--- src/rtl/flash_axi_pkg.sv ---
// Shared definitions for the flash AXI burst master.
//   state_t      : burst FSM states
//   BURST_*/SIZE_*/RESP_* : AXI4 encodings used on the EMC memory port
//   PAGE_BYTES   : AXI 4 KB boundary that a burst must not cross
//   cmd_is_bad() : alignment / 4 KB crossing check for a command
package flash_axi_pkg;

  typedef enum logic [2:0] {
    ST_IDLE,
    ST_AR,
    ST_R,
    ST_AW,
    ST_W,
    ST_B,
    ST_RESP
  } state_t;

  localparam logic [1:0] BURST_INCR  = 2'b01;
  localparam logic [2:0] SIZE_4B     = 3'b010;
  localparam logic [1:0] RESP_OKAY   = 2'b00;
  localparam logic [1:0] RESP_EXOKAY = 2'b01;
  localparam logic [1:0] RESP_SLVERR = 2'b10;
  localparam logic [1:0] RESP_DECERR = 2'b11;
  localparam int         PAGE_BYTES  = 4096;

  // A command is rejected when the byte address is not word aligned or
  // when the burst's last byte would spill past the current 4 KB page.
  // 14 bits hold the worst case 4095 + 1024.
  function automatic logic cmd_is_bad(input logic [31:0] addr,
                                      input logic [7:0]  len);
    logic [13:0] end_off;
    end_off = {2'b00, addr[11:0]} + (({6'b000000, len} + 14'd1) << 2);
    return (addr[1:0] != 2'b00) || (end_off > 14'(PAGE_BYTES));
  endfunction

endpackage

--- src/rtl/flash_axi_burst_master.sv ---
// AXI4 burst initiator for the EMC flash memory slave port.
// One command becomes exactly one INCR burst (read or write); only one
// transaction is ever outstanding.
// Ports:
//   s_axi_aclk / s_axi_areset : clock, asynchronous active-high reset
//   cmd_*                     : command handshake (write flag, address, len)
//   wr_*                      : write beat stream into the W channel
//   rd_*                      : read beat stream out of the R channel
//   done / err                : one-cycle completion pulse and its status
//   m_axi_mem_*               : AXI4 master port (AR, R, AW, W, B)
module flash_axi_burst_master
  import flash_axi_pkg::*;
#(
  parameter logic [3:0] ID_VAL = 4'h0
) (
  input  logic        s_axi_aclk,
  input  logic        s_axi_areset,
  // command interface
  input  logic        cmd_valid,
  output logic        cmd_ready,
  input  logic        cmd_write,
  input  logic [31:0] cmd_addr,
  input  logic [7:0]  cmd_len,
  // write beat stream
  input  logic [31:0] wr_data,
  input  logic [3:0]  wr_strb,
  input  logic        wr_valid,
  output logic        wr_ready,
  // read beat stream
  output logic [31:0] rd_data,
  output logic        rd_last,
  output logic        rd_valid,
  input  logic        rd_ready,
  // status
  output logic        done,
  output logic        err,
  // AXI read address
  output logic [31:0] m_axi_mem_araddr,
  output logic [7:0]  m_axi_mem_arlen,
  output logic [2:0]  m_axi_mem_arsize,
  output logic [1:0]  m_axi_mem_arburst,
  output logic [3:0]  m_axi_mem_arid,
  output logic        m_axi_mem_arvalid,
  input  logic        m_axi_mem_arready,
  // AXI read data
  input  logic [31:0] m_axi_mem_rdata,
  input  logic [3:0]  m_axi_mem_rid,
  input  logic [1:0]  m_axi_mem_rresp,
  input  logic        m_axi_mem_rlast,
  input  logic        m_axi_mem_rvalid,
  output logic        m_axi_mem_rready,
  // AXI write address
  output logic [31:0] m_axi_mem_awaddr,
  output logic [7:0]  m_axi_mem_awlen,
  output logic [2:0]  m_axi_mem_awsize,
  output logic [1:0]  m_axi_mem_awburst,
  output logic [3:0]  m_axi_mem_awid,
  output logic        m_axi_mem_awvalid,
  input  logic        m_axi_mem_awready,
  // AXI write data
  output logic [31:0] m_axi_mem_wdata,
  output logic [3:0]  m_axi_mem_wstrb,
  output logic        m_axi_mem_wlast,
  output logic        m_axi_mem_wvalid,
  input  logic        m_axi_mem_wready,
  // AXI write response
  input  logic [3:0]  m_axi_mem_bid,
  input  logic [1:0]  m_axi_mem_bresp,
  input  logic        m_axi_mem_bvalid,
  output logic        m_axi_mem_bready
);

  state_t      state_reg;
  logic [31:0] addr_reg;
  logic [7:0]  len_reg;
  logic [7:0]  count_reg;
  logic        sticky_reg;
  logic        cmd_ready_reg;
  logic        arvalid_reg;
  logic        awvalid_reg;
  logic        bready_reg;
  logic        done_reg;
  logic        err_reg;

  logic in_r;
  logic in_w;
  logic r_fire;
  logic w_fire;
  logic at_last;
  logic r_beat_err;

  assign in_r    = (state_reg == ST_R);
  assign in_w    = (state_reg == ST_W);
  assign at_last = (count_reg == len_reg);
  assign r_fire  = in_r & m_axi_mem_rvalid & rd_ready;
  assign w_fire  = in_w & wr_valid & m_axi_mem_wready;

  // Per-beat read error: error response, foreign ID, or rlast that does
  // not line up with the latched length (early or late).
  assign r_beat_err = m_axi_mem_rresp[1] | (m_axi_mem_rid != ID_VAL) |
                      (m_axi_mem_rlast != at_last);

  // Constant AXI attributes
  assign m_axi_mem_arsize  = SIZE_4B;
  assign m_axi_mem_awsize  = SIZE_4B;
  assign m_axi_mem_arburst = BURST_INCR;
  assign m_axi_mem_awburst = BURST_INCR;
  assign m_axi_mem_arid    = ID_VAL;
  assign m_axi_mem_awid    = ID_VAL;

  assign m_axi_mem_araddr  = addr_reg;
  assign m_axi_mem_awaddr  = addr_reg;
  assign m_axi_mem_arlen   = len_reg;
  assign m_axi_mem_awlen   = len_reg;
  assign m_axi_mem_arvalid = arvalid_reg;
  assign m_axi_mem_awvalid = awvalid_reg;
  assign m_axi_mem_bready  = bready_reg;

  // R and W channels are pure pass-through, gated by state so that
  // nothing leaks onto either side outside its burst phase.
  assign rd_valid         = in_r & m_axi_mem_rvalid;
  assign rd_data          = in_r ? m_axi_mem_rdata : 32'h0;
  assign rd_last          = in_r & m_axi_mem_rlast;
  assign m_axi_mem_rready = in_r & rd_ready;

  assign m_axi_mem_wvalid = in_w & wr_valid;
  assign m_axi_mem_wdata  = in_w ? wr_data : 32'h0;
  assign m_axi_mem_wstrb  = in_w ? wr_strb : 4'h0;
  assign m_axi_mem_wlast  = in_w & at_last;
  assign wr_ready         = in_w & m_axi_mem_wready;

  assign cmd_ready = cmd_ready_reg;
  assign done      = done_reg;
  assign err       = err_reg;

  always_ff @(posedge s_axi_aclk or posedge s_axi_areset) begin
    if (s_axi_areset) begin
      state_reg     <= ST_IDLE;
      addr_reg      <= 32'h0;
      len_reg       <= 8'h0;
      count_reg     <= 8'h0;
      sticky_reg    <= 1'b0;
      cmd_ready_reg <= 1'b0;
      arvalid_reg   <= 1'b0;
      awvalid_reg   <= 1'b0;
      bready_reg    <= 1'b0;
      done_reg      <= 1'b0;
      err_reg       <= 1'b0;
    end else begin
      case (state_reg)
        ST_IDLE: begin
          // cmd_ready rises on the first edge after reset and after RESP
          cmd_ready_reg <= 1'b1;
          if (cmd_valid && cmd_ready_reg) begin
            cmd_ready_reg <= 1'b0;
            addr_reg      <= cmd_addr;
            len_reg       <= cmd_len;
            count_reg     <= 8'h0;
            sticky_reg    <= 1'b0;
            if (cmd_is_bad(cmd_addr, cmd_len)) begin
              // no bus traffic; RESP raises done one cycle later
              sticky_reg <= 1'b1;
              state_reg  <= ST_RESP;
            end else if (cmd_write) begin
              awvalid_reg <= 1'b1;
              state_reg   <= ST_AW;
            end else begin
              arvalid_reg <= 1'b1;
              state_reg   <= ST_AR;
            end
          end
        end

        ST_AR: begin
          if (m_axi_mem_arready) begin
            arvalid_reg <= 1'b0;
            state_reg   <= ST_R;
          end
        end

        ST_R: begin
          if (r_fire) begin
            count_reg <= count_reg + 8'd1;
            if (m_axi_mem_rlast) begin
              done_reg  <= 1'b1;
              err_reg   <= sticky_reg | r_beat_err;
              state_reg <= ST_RESP;
            end else begin
              sticky_reg <= sticky_reg | r_beat_err;
            end
          end
        end

        ST_AW: begin
          if (m_axi_mem_awready) begin
            awvalid_reg <= 1'b0;
            state_reg   <= ST_W;
          end
        end

        ST_W: begin
          if (w_fire) begin
            count_reg <= count_reg + 8'd1;
            if (at_last) begin
              bready_reg <= 1'b1;
              state_reg  <= ST_B;
            end
          end
        end

        ST_B: begin
          if (m_axi_mem_bvalid) begin
            bready_reg <= 1'b0;
            done_reg   <= 1'b1;
            err_reg    <= sticky_reg | m_axi_mem_bresp[1] |
                          (m_axi_mem_bid != ID_VAL);
            state_reg  <= ST_RESP;
          end
        end

        ST_RESP: begin
          // Arriving from R/B, done is already high: retire now.
          // Arriving from a rejected command, raise done first.
          if (!done_reg) begin
            done_reg <= 1'b1;
            err_reg  <= sticky_reg;
          end else begin
            done_reg      <= 1'b0;
            err_reg       <= 1'b0;
            cmd_ready_reg <= 1'b1;
            state_reg     <= ST_IDLE;
          end
        end

        default: begin
          state_reg <= ST_IDLE;
        end
      endcase
    end
  end

endmodule

--- config.mk ---
export PLATFORM = sky130hd
export DESIGN_NAME = flash_axi_burst_master
export DESIGN_NICKNAME = d
export VERILOG_FILES = /design/src/rtl/flash_axi_pkg.sv /design/src/rtl/flash_axi_burst_master.sv
export SDC_FILE = /design/constraint.sdc
export NUM_CORES = 1
export LEC_CHECK = 0
export ABC_AREA = 1
export BUFFER_PORTS_ARGS = -buffer_cell sky130_fd_sc_hd__buf_4
export CORE_MARGIN = 10
export CORE_UTILIZATION = 30
export CTS_CLUSTER_DIAMETER = 150
export DETAILED_ROUTE_END_ITERATION = 16
export PLACE_DENSITY = 0.61
export SETUP_SLACK_MARGIN = 0.15
export SYNTH_ARGS = -nofsm -noshare
export SYNTH_HDL_FRONTEND = slang
export SYNTH_SLANG_ARGS = --single-unit
--- constraint.sdc ---
create_clock -name s_axi_aclk -period 3.4 [get_ports s_axi_aclk]
set_clock_uncertainty 0.15 [all_clocks]
set_input_delay 0.17 -clock s_axi_aclk [delete_from_list [all_inputs] [get_ports s_axi_aclk]]
set_output_delay 0.17 -clock s_axi_aclk [all_outputs]
set_load 0.1 [all_outputs]
After elaboration in Yosys (flattened, before gate mapping) --
Cells that the tools add are included.
Storage, ports and cells: bits in registers 58, input bits 132, output and inout bits 178, word-level logic and storage cells 122
Operators by class: $add $sub $neg 3, magnitude comparators 1, equality and inequality tests 21, muxes and demuxes 51, bitwise logic cells 13, reduce and logical (&&, ||, !) cells 22
Operators by type and width (number):
- 32-bit two-way mux | 2
- 3-bit two-way mux | 10
- 1-bit two-way mux | 25
- 8-bit two-way mux | 3
- 8-bit one-hot mux with 3 select lines | 1
- 3-bit one-hot mux with 7 select lines | 1
- 2-bit inequality test, second input constant | 10
- 4-bit AND reduction | 4
- 12-bit by 11-bit adder with 13-bit output | 1
- 13-bit greater-than comparator, second input constant | 1
- 2-bit nonzero test | 6
- 1-bit one-hot mux with 2 select lines | 5
- 5-bit AND reduction | 2
- 8-bit by 1-bit adder with 9-bit output, second input constant | 1
- 3-bit == test, second input constant | 3
- 9-bit AND reduction | 1
- 8-bit by 1-bit adder with 8-bit output, second input constant | 1
- 1-bit AND | 8
- 8-bit == test | 1
- 4-bit nonzero test | 2
- 3-bit by 2-bit == test with 1-bit output, second input constant | 2
- 2-bit by 1-bit inequality test with 1-bit output, second input constant | 3
- 1-bit one-hot mux with 3 select lines | 2
- 3-bit nonzero test | 2
- 9 further kinds | 14

Longest topological paths before layout --
depth in word-level cells 7, depth in mapped cells 21, gate-level depth less buffers 21

Worst setup path after synthesis --
Ideal clock, no wire load.
kind register -> register, start reg len_reg[7], in the netlist m_axi_mem_arlen[7], end reg bready_reg, in the netlist m_axi_mem_bready, library setup time 0.129 ns, data arrival time 3.077 ns, required time 3.121 ns, path slack 0.044 ns, stages on the path, launching flop included 9, path buffers 0, clock period less this slack 3.356 ns, cell sequence dfrtp_1 > xnor2_1 > nand2_1 > nor3_1 > nand2_1 > nor2_1 > o211ai_1 > nand2_1 > o21ai_0
On the way: word-level cells in the longest chain between the ends 3
Ends and longest elaborated chain:
- start, declared | RTL line flash_axi_burst_master.sv:75 | logic [7:0] len_reg;
- start signal, assigned | RTL line flash_axi_burst_master.sv:157 | len_reg <= cmd_len;
- 8-bit == test | RTL line flash_axi_burst_master.sv:94 | assign at_last = (count_reg == len_reg);
- 2-bit by 1-bit inequality test with 1-bit output (no source line)
- 4-bit AND reduction (no source line)
- end signal, assigned | RTL line flash_axi_burst_master.sv:146 | bready_reg <= 1'b0;
- end signal, assigned | RTL line flash_axi_burst_master.sv:205 | bready_reg <= 1'b1;
- end signal, assigned | RTL line flash_axi_burst_master.sv:213 | bready_reg <= 1'b0;
- end, declared | RTL line flash_axi_burst_master.sv:81 | logic bready_reg;
No other way between the ends. A chain may end at the register's enable or synchronous reset.

Worst setup path after layout --
start in cmd_len[2], end reg state_reg[2]
On the way: word-level cells in the longest chain between the ends 7
Ends and longest elaborated chain:
- start, declared | RTL line flash_axi_burst_master.sv:23 | input logic [7:0] cmd_len,
- 8-bit by 1-bit adder with 9-bit output | RTL line flash_axi_pkg.sv:32 | end_off = {2'b00, addr[11:0]} + (({6'b000000, len} + 14'd1) << 2);
- 12-bit by 11-bit adder with 13-bit output | RTL line flash_axi_pkg.sv:32
- 13-bit greater-than comparator | RTL line flash_axi_pkg.sv:33 | return (addr[1:0] != 2'b00) || (end_off > 14'(PAGE_BYTES));
- 1-bit logical OR | RTL line flash_axi_pkg.sv:33
- 3-bit two-way mux | RTL line flash_axi_burst_master.sv:160 | if (cmd_is_bad(cmd_addr, cmd_len)) begin
- 3-bit two-way mux | RTL line flash_axi_burst_master.sv:154 | if (cmd_valid && cmd_ready_reg) begin
- 3-bit one-hot mux with 7 select lines | RTL line flash_axi_burst_master.sv:150 | case (state_reg)
- end signal, assigned | RTL line flash_axi_burst_master.sv:163 | state_reg <= ST_RESP;
- end signal, assigned | RTL line flash_axi_burst_master.sv:166 | state_reg <= ST_AW;
- end signal, assigned | RTL line flash_axi_burst_master.sv:169 | state_reg <= ST_AR;
- end, declared | RTL line flash_axi_burst_master.sv:73 | state_t state_reg;
No other way between the ends. The select of a mux whose other input is x is not followed.

==> impl_metrics.prom <==
# TYPE chip_impl_metric gauge
chip_impl_info{name="outcome",value="completed"} 1
chip_impl_metric{name="overall_die_height",unit="microns"} 141.5
chip_impl_metric{name="routed_wire_length_per_instance",unit="microns"} 14.95
chip_impl_metric{name="post_synth_num_cell_types",unit=""} 39
chip_impl_metric{name="place_congestion",unit=""} 0.8748
chip_impl_metric{name="drt_first_iter_violations",unit=""} 198
chip_impl_metric{name="worst_ep_arrival_time",unit="ns"} 3.00
chip_impl_metric{name="finalHoldWorstSlack",unit="ns"} 0.01523
chip_impl_metric{name="drc_errors",unit=""} 0
chip_impl_info{name="critical-path-top-cell-by-count",value="nand2_1"} 1
chip_impl_metric{name="fp-row-count",unit=""} 44
chip_impl_metric{name="start_util",unit=""} 0.3059
chip_impl_metric{name="design.die.area",unit="sq um"} 20020
chip_impl_metric{name="synth_compound_gate_area_share",unit=""} 0.05198
chip_impl_metric{name="syn_inst",unit=""} 672
chip_impl_metric{name="setup_viol_count_final",unit=""} 0
chip_impl_info{name="worst_r2r_startpoint",value="state_reg[2]"} 1
chip_impl_metric{name="path_depth",unit=""} 22
chip_impl_metric{name="grt_first_pass_wirelength",unit="microns"} 26060
chip_impl_metric{name="yosys_warnings",unit=""} 0
chip_impl_metric{name="achievable-frequency",unit="MHz"} 340.5
chip_impl_metric{name="grt_antenna_before_repair",unit=""} 0
chip_impl_metric{name="clockBufferDepth",unit=""} 2
chip_impl_metric{name="finalWirelength",unit="microns"} 17090
chip_impl_info{name="min_path_type",value="input port to flip-flop"} 1
chip_impl_metric{name="largest_register_ffs",unit=""} 32
chip_impl_metric{name="core_region_area",unit="sq um"} 14480
chip_impl_metric{name="post-synth-top-area-fraction",unit=""} 0.3277
chip_impl_metric{name="asyncSetResetFlopFracSynth",unit=""} 1.000
chip_impl_metric{name="synth_simple_gate_area_share",unit=""} 0.3280
chip_impl_metric{name="period_needed",unit="ns"} 2.937
chip_impl_metric{name="worst_r2r_path_depth",unit=""} 8
chip_impl_metric{name="final-max-slew-violation-count",unit=""} 0
chip_impl_metric{name="num_vias",unit=""} 4832
chip_impl_info{name="clock_tree.root_cell",value="clkbuf_16"} 1
chip_impl_metric{name="max_cap_violations",unit=""} 0
chip_impl_metric{name="ff2ff_setup_slack",unit="ns"} 1.16
chip_impl_metric{name="synth_seq_area_share",unit=""} 0.3277
chip_impl_metric{name="overflow",unit=""} 0
chip_impl_metric{name="grt_start_max_net_pins",unit=""} 54
chip_impl_metric{name="hpwl",unit="microns"} 13870
chip_impl_metric{name="drive_gt1_frac",unit=""} 0.3566
chip_impl_info{name="cts_tree",value="yes"} 1
chip_impl_info{name="synth_largest_area_cell",value="dfrtp_1"} 1
chip_impl_metric{name="post-route-cell-area",unit="sq um"} 7143
chip_impl_info{name="ys_top_cells_by_area",value="dfrtp_1 (33%), nand2_1 (16%), buf_4 (10%), inv_1 (9.9%), nor2_1 (8.6%)"} 1
chip_impl_metric{name="report.final.hold_viol_count",unit=""} 0
chip_impl_metric{name="clk-insertion-delay-late",unit="ns"} 0.32
chip_impl_metric{name="post_synth_mux_area_share",unit=""} 0
chip_impl_metric{name="synth_edf_count",unit=""} 0
chip_impl_metric{name="crit_fanout",unit=""} 6
chip_impl_info{name="unrepaired_setup_endpoints_after_global_routing",value="false"} 1
chip_impl_info{name="crit_path_start",value="cmd_len[2]"} 1
chip_impl_metric{name="htree_levels",unit=""} 3
chip_impl_info{name="path_delay_family",value="simple AND/OR/NAND/NOR gates"} 1
chip_impl_metric{name="worst_slew_margin",unit=""} 0.3233
chip_impl_metric{name="synthesis.area_per_instance",unit="sq um"} 6.591
chip_impl_info{name="synth_ff_type",value="dfrtp_1"} 1
chip_impl_metric{name="yosys.area_share.adder",unit=""} 0.03842
chip_impl_metric{name="cts_inserted_buffers",unit=""} 9
chip_impl_metric{name="port-buffer-count",unit=""} 289
chip_impl_metric{name="cp_num_buf_inv",unit=""} 4
chip_impl_metric{name="final_net_count",unit=""} 1100
chip_impl_info{name="rr_endpoint",value="count_reg[4]"} 1
chip_impl_info{name="critPathLaunchType",value="input port"} 1
chip_impl_metric{name="die_width",unit="microns"} 141.5
chip_impl_metric{name="ys_seq_elements",unit=""} 58
chip_impl_info{name="cp-end-kind",value="flip-flop"} 1
chip_impl_metric{name="drt.antenna.violating_nets",unit=""} 0
chip_impl_metric{name="required",unit="ns"} 3.46
chip_impl_metric{name="dpl-instance-area",unit="sq um"} 6404
chip_impl_metric{name="netlist_area",unit="sq um"} 4429
chip_impl_info{name="critical_path_capture_point",value="state_reg[2]"} 1
chip_impl_metric{name="final_worst_path_cycle_share",unit=""} 0.8638
chip_impl_metric{name="synth_xor_xnor_area_share",unit=""} 0.02768
chip_impl_metric{name="n_antenna_cell",unit=""} 0
chip_impl_info{name="yosys-top-cells-count",value="nand2_1 (184), inv_1 (117), nor2_1 (102)"} 1
chip_impl_info{name="crit_chain",value="dlygate4sd3_1 -> buf_4 -> inv_1 -> nor3_4 -> nand4_1 -> nor2_2 -> xor2_1 -> inv_1 -> ha_4 -> nand2_1 -> nor2_1 -> nand2_1 -> nand2_1 -> nand2_1 -> a21oi_1 -> nand3_1 -> nand2_1 -> nand2_2 -> nand2_2 -> nand2_1 -> nand2_1 -> nand2_1"} 1
chip_impl_metric{name="clk_transition_reported_paths",unit="ns"} 0.05
chip_impl_metric{name="cp_slowest_stage_delay",unit="ns"} 0.53
chip_impl_metric{name="top_level_ports",unit=""} 310
chip_impl_info{name="crit_slowest_cell",value="dlygate4sd3_1"} 1
chip_impl_metric{name="cts_sinks",unit=""} 58
chip_impl_metric{name="grt_pass1_vias",unit=""} 4670
chip_impl_info{name="synth_top_family_by_area",value="simple AND/OR/NAND/NOR gates"} 1
chip_impl_metric{name="post_drt_via_cell_ratio",unit=""} 4.227
chip_impl_metric{name="global_route.usage.total",unit=""} 0.1598
chip_impl_metric{name="setup-tns-final",unit="ns"} 0
chip_impl_metric{name="worst_slew_pin_slew",unit="ns"} 1.014
chip_impl_metric{name="detailedRoute.firstPassIterationCount",unit=""} 4
chip_impl_info{name="post-synth-top-count-cell",value="nand2_1"} 1
chip_impl_info{name="critical_path_class",value="input port to flip-flop"} 1
chip_impl_metric{name="area_delta_synth_final",unit="%"} 61.27
-- cells in the final DEF, fill, tap and decap left out, types with 2 or more instances in the layout --
| cell type | Yosys | routed |
|---|---|---|
| xor2_1 | 9 | 9 |
| xnor2_1 | 5 | 5 |
| buf_4 | 59 | 294 |
| nand2_1 | 184 | 184 |
| bufinv_16 | 0 | 2 |
| conb_1 | 2 | 18 |
| nor2_1 | 102 | 100 |
| clkbuf_8 | 0 | 2 |
| inv_2 | 8 | 9 |
| o21ai_0 | 4 | 4 |
| nor2_4 | 2 | 2 |
| nor2_2 | 3 | 5 |
| or2_1 | 2 | 2 |
| dfrtp_1 | 58 | 58 |
| o21ai_1 | 14 | 14 |
| nand4_1 | 3 | 3 |
| nand3b_1 | 3 | 3 |
| nand2_2 | 3 | 3 |
| dlygate4sd3_1 | 0 | 38 |
| a21oi_1 | 13 | 13 |
| ha_1 | 12 | 11 |
| clkinvlp_4 | 0 | 2 |
| a21oi_2 | 2 | 2 |
| nor3_2 | 2 | 3 |
| nand3_1 | 25 | 25 |
| nor3_1 | 7 | 5 |
| inv_1 | 117 | 116 |
| clkbuf_16 | 0 | 9 |
| nor4_1 | 4 | 4 |
-- how the worst min path moves through the flow --
stage,start,endpoint,cells after the start
3_5_place_dp,cmd_addr[16],m_axi_mem_araddr[16],3
3_3_place_gp,cmd_addr[31],m_axi_mem_araddr[31],3
6_report,cmd_len[5],m_axi_mem_arlen[5],3
4_1_cts,cmd_len[5],m_axi_mem_arlen[5],3
2_1_floorplan,cmd_addr[0],m_axi_mem_araddr[0],2
5_1_grt,cmd_len[3],m_axi_mem_arlen[3],3
-- worst min-delay path, stage by stage --
cell and delay (ns):
buf_4 0.08, inv_1 0.06, o21ai_1 0.13
-- per-stage QoR --
step | instances | utilization | setup slack (ns)
floorplan | 688 | - | 0.5377
global placement | 1090 | 0.4423 | 0.4552
detailed placement | 1090 | 0.4423 | 0.4536
CTS | 1143 | 0.4912 | 0.2541
global route | 1143 | 0.4933 | 0.1510
finish | 1143 | 0.4933 | 0.4630
-- logic make-up (layout without fill, tap and decap cells) --
group | after synthesis | in the layout
flip-flops | 58 | 58
buffers and inverters | 201 | 472
AO/OA/AOI/OAI | 39 | 39
XOR/XNOR | 14 | 14
adder cells (fa/ha/maj) | 13 | 13
AND/OR/NAND/NOR | 345 | 345
other | 2 | 18
-- cell type report --
cell class / count / area, sq um
multi-input combinational: 429 / 2077
sequential: 58 / 1451
tap: 184 / 230.2
clock inverter: 4 / 75.07
fill: 1432 / 7336
clock buffer: 11 / 252.7
timing repair buffer: 332 / 2587
inverter: 125 / 469.2
-- repair_timing --
action | 4_1_cts | 5_1_grt
gates resized for setup | 0 | 5
endpoints found under the setup margin | 0 | 6
hold buffers | 38 | 0
setup buffers | 0 | 0
hold endpoints to repair | 81 | 0
-- layer usage --
| metal | wire [microns] | vias up | GRT usage | share of wire |
|---|---|---|---|---|
| li1 | - | 2496 | - | - |
| met1 | 6664 | 2163 | 0.1747 | 0.39 |
| met2 | 9035 | 167 | 0.2979 | 0.53 |
| met3 | 1286 | 6 | 0.04539 | 0.075 |
| met4 | 101 | 0 | 0.03389 | 0.0059 |
| met5 | 0 | - | 0 | 0 |
Power is left out: the tool's default activity adds up to more than one toggle a clock period on the data nets, which glitch-free logic cannot reach.
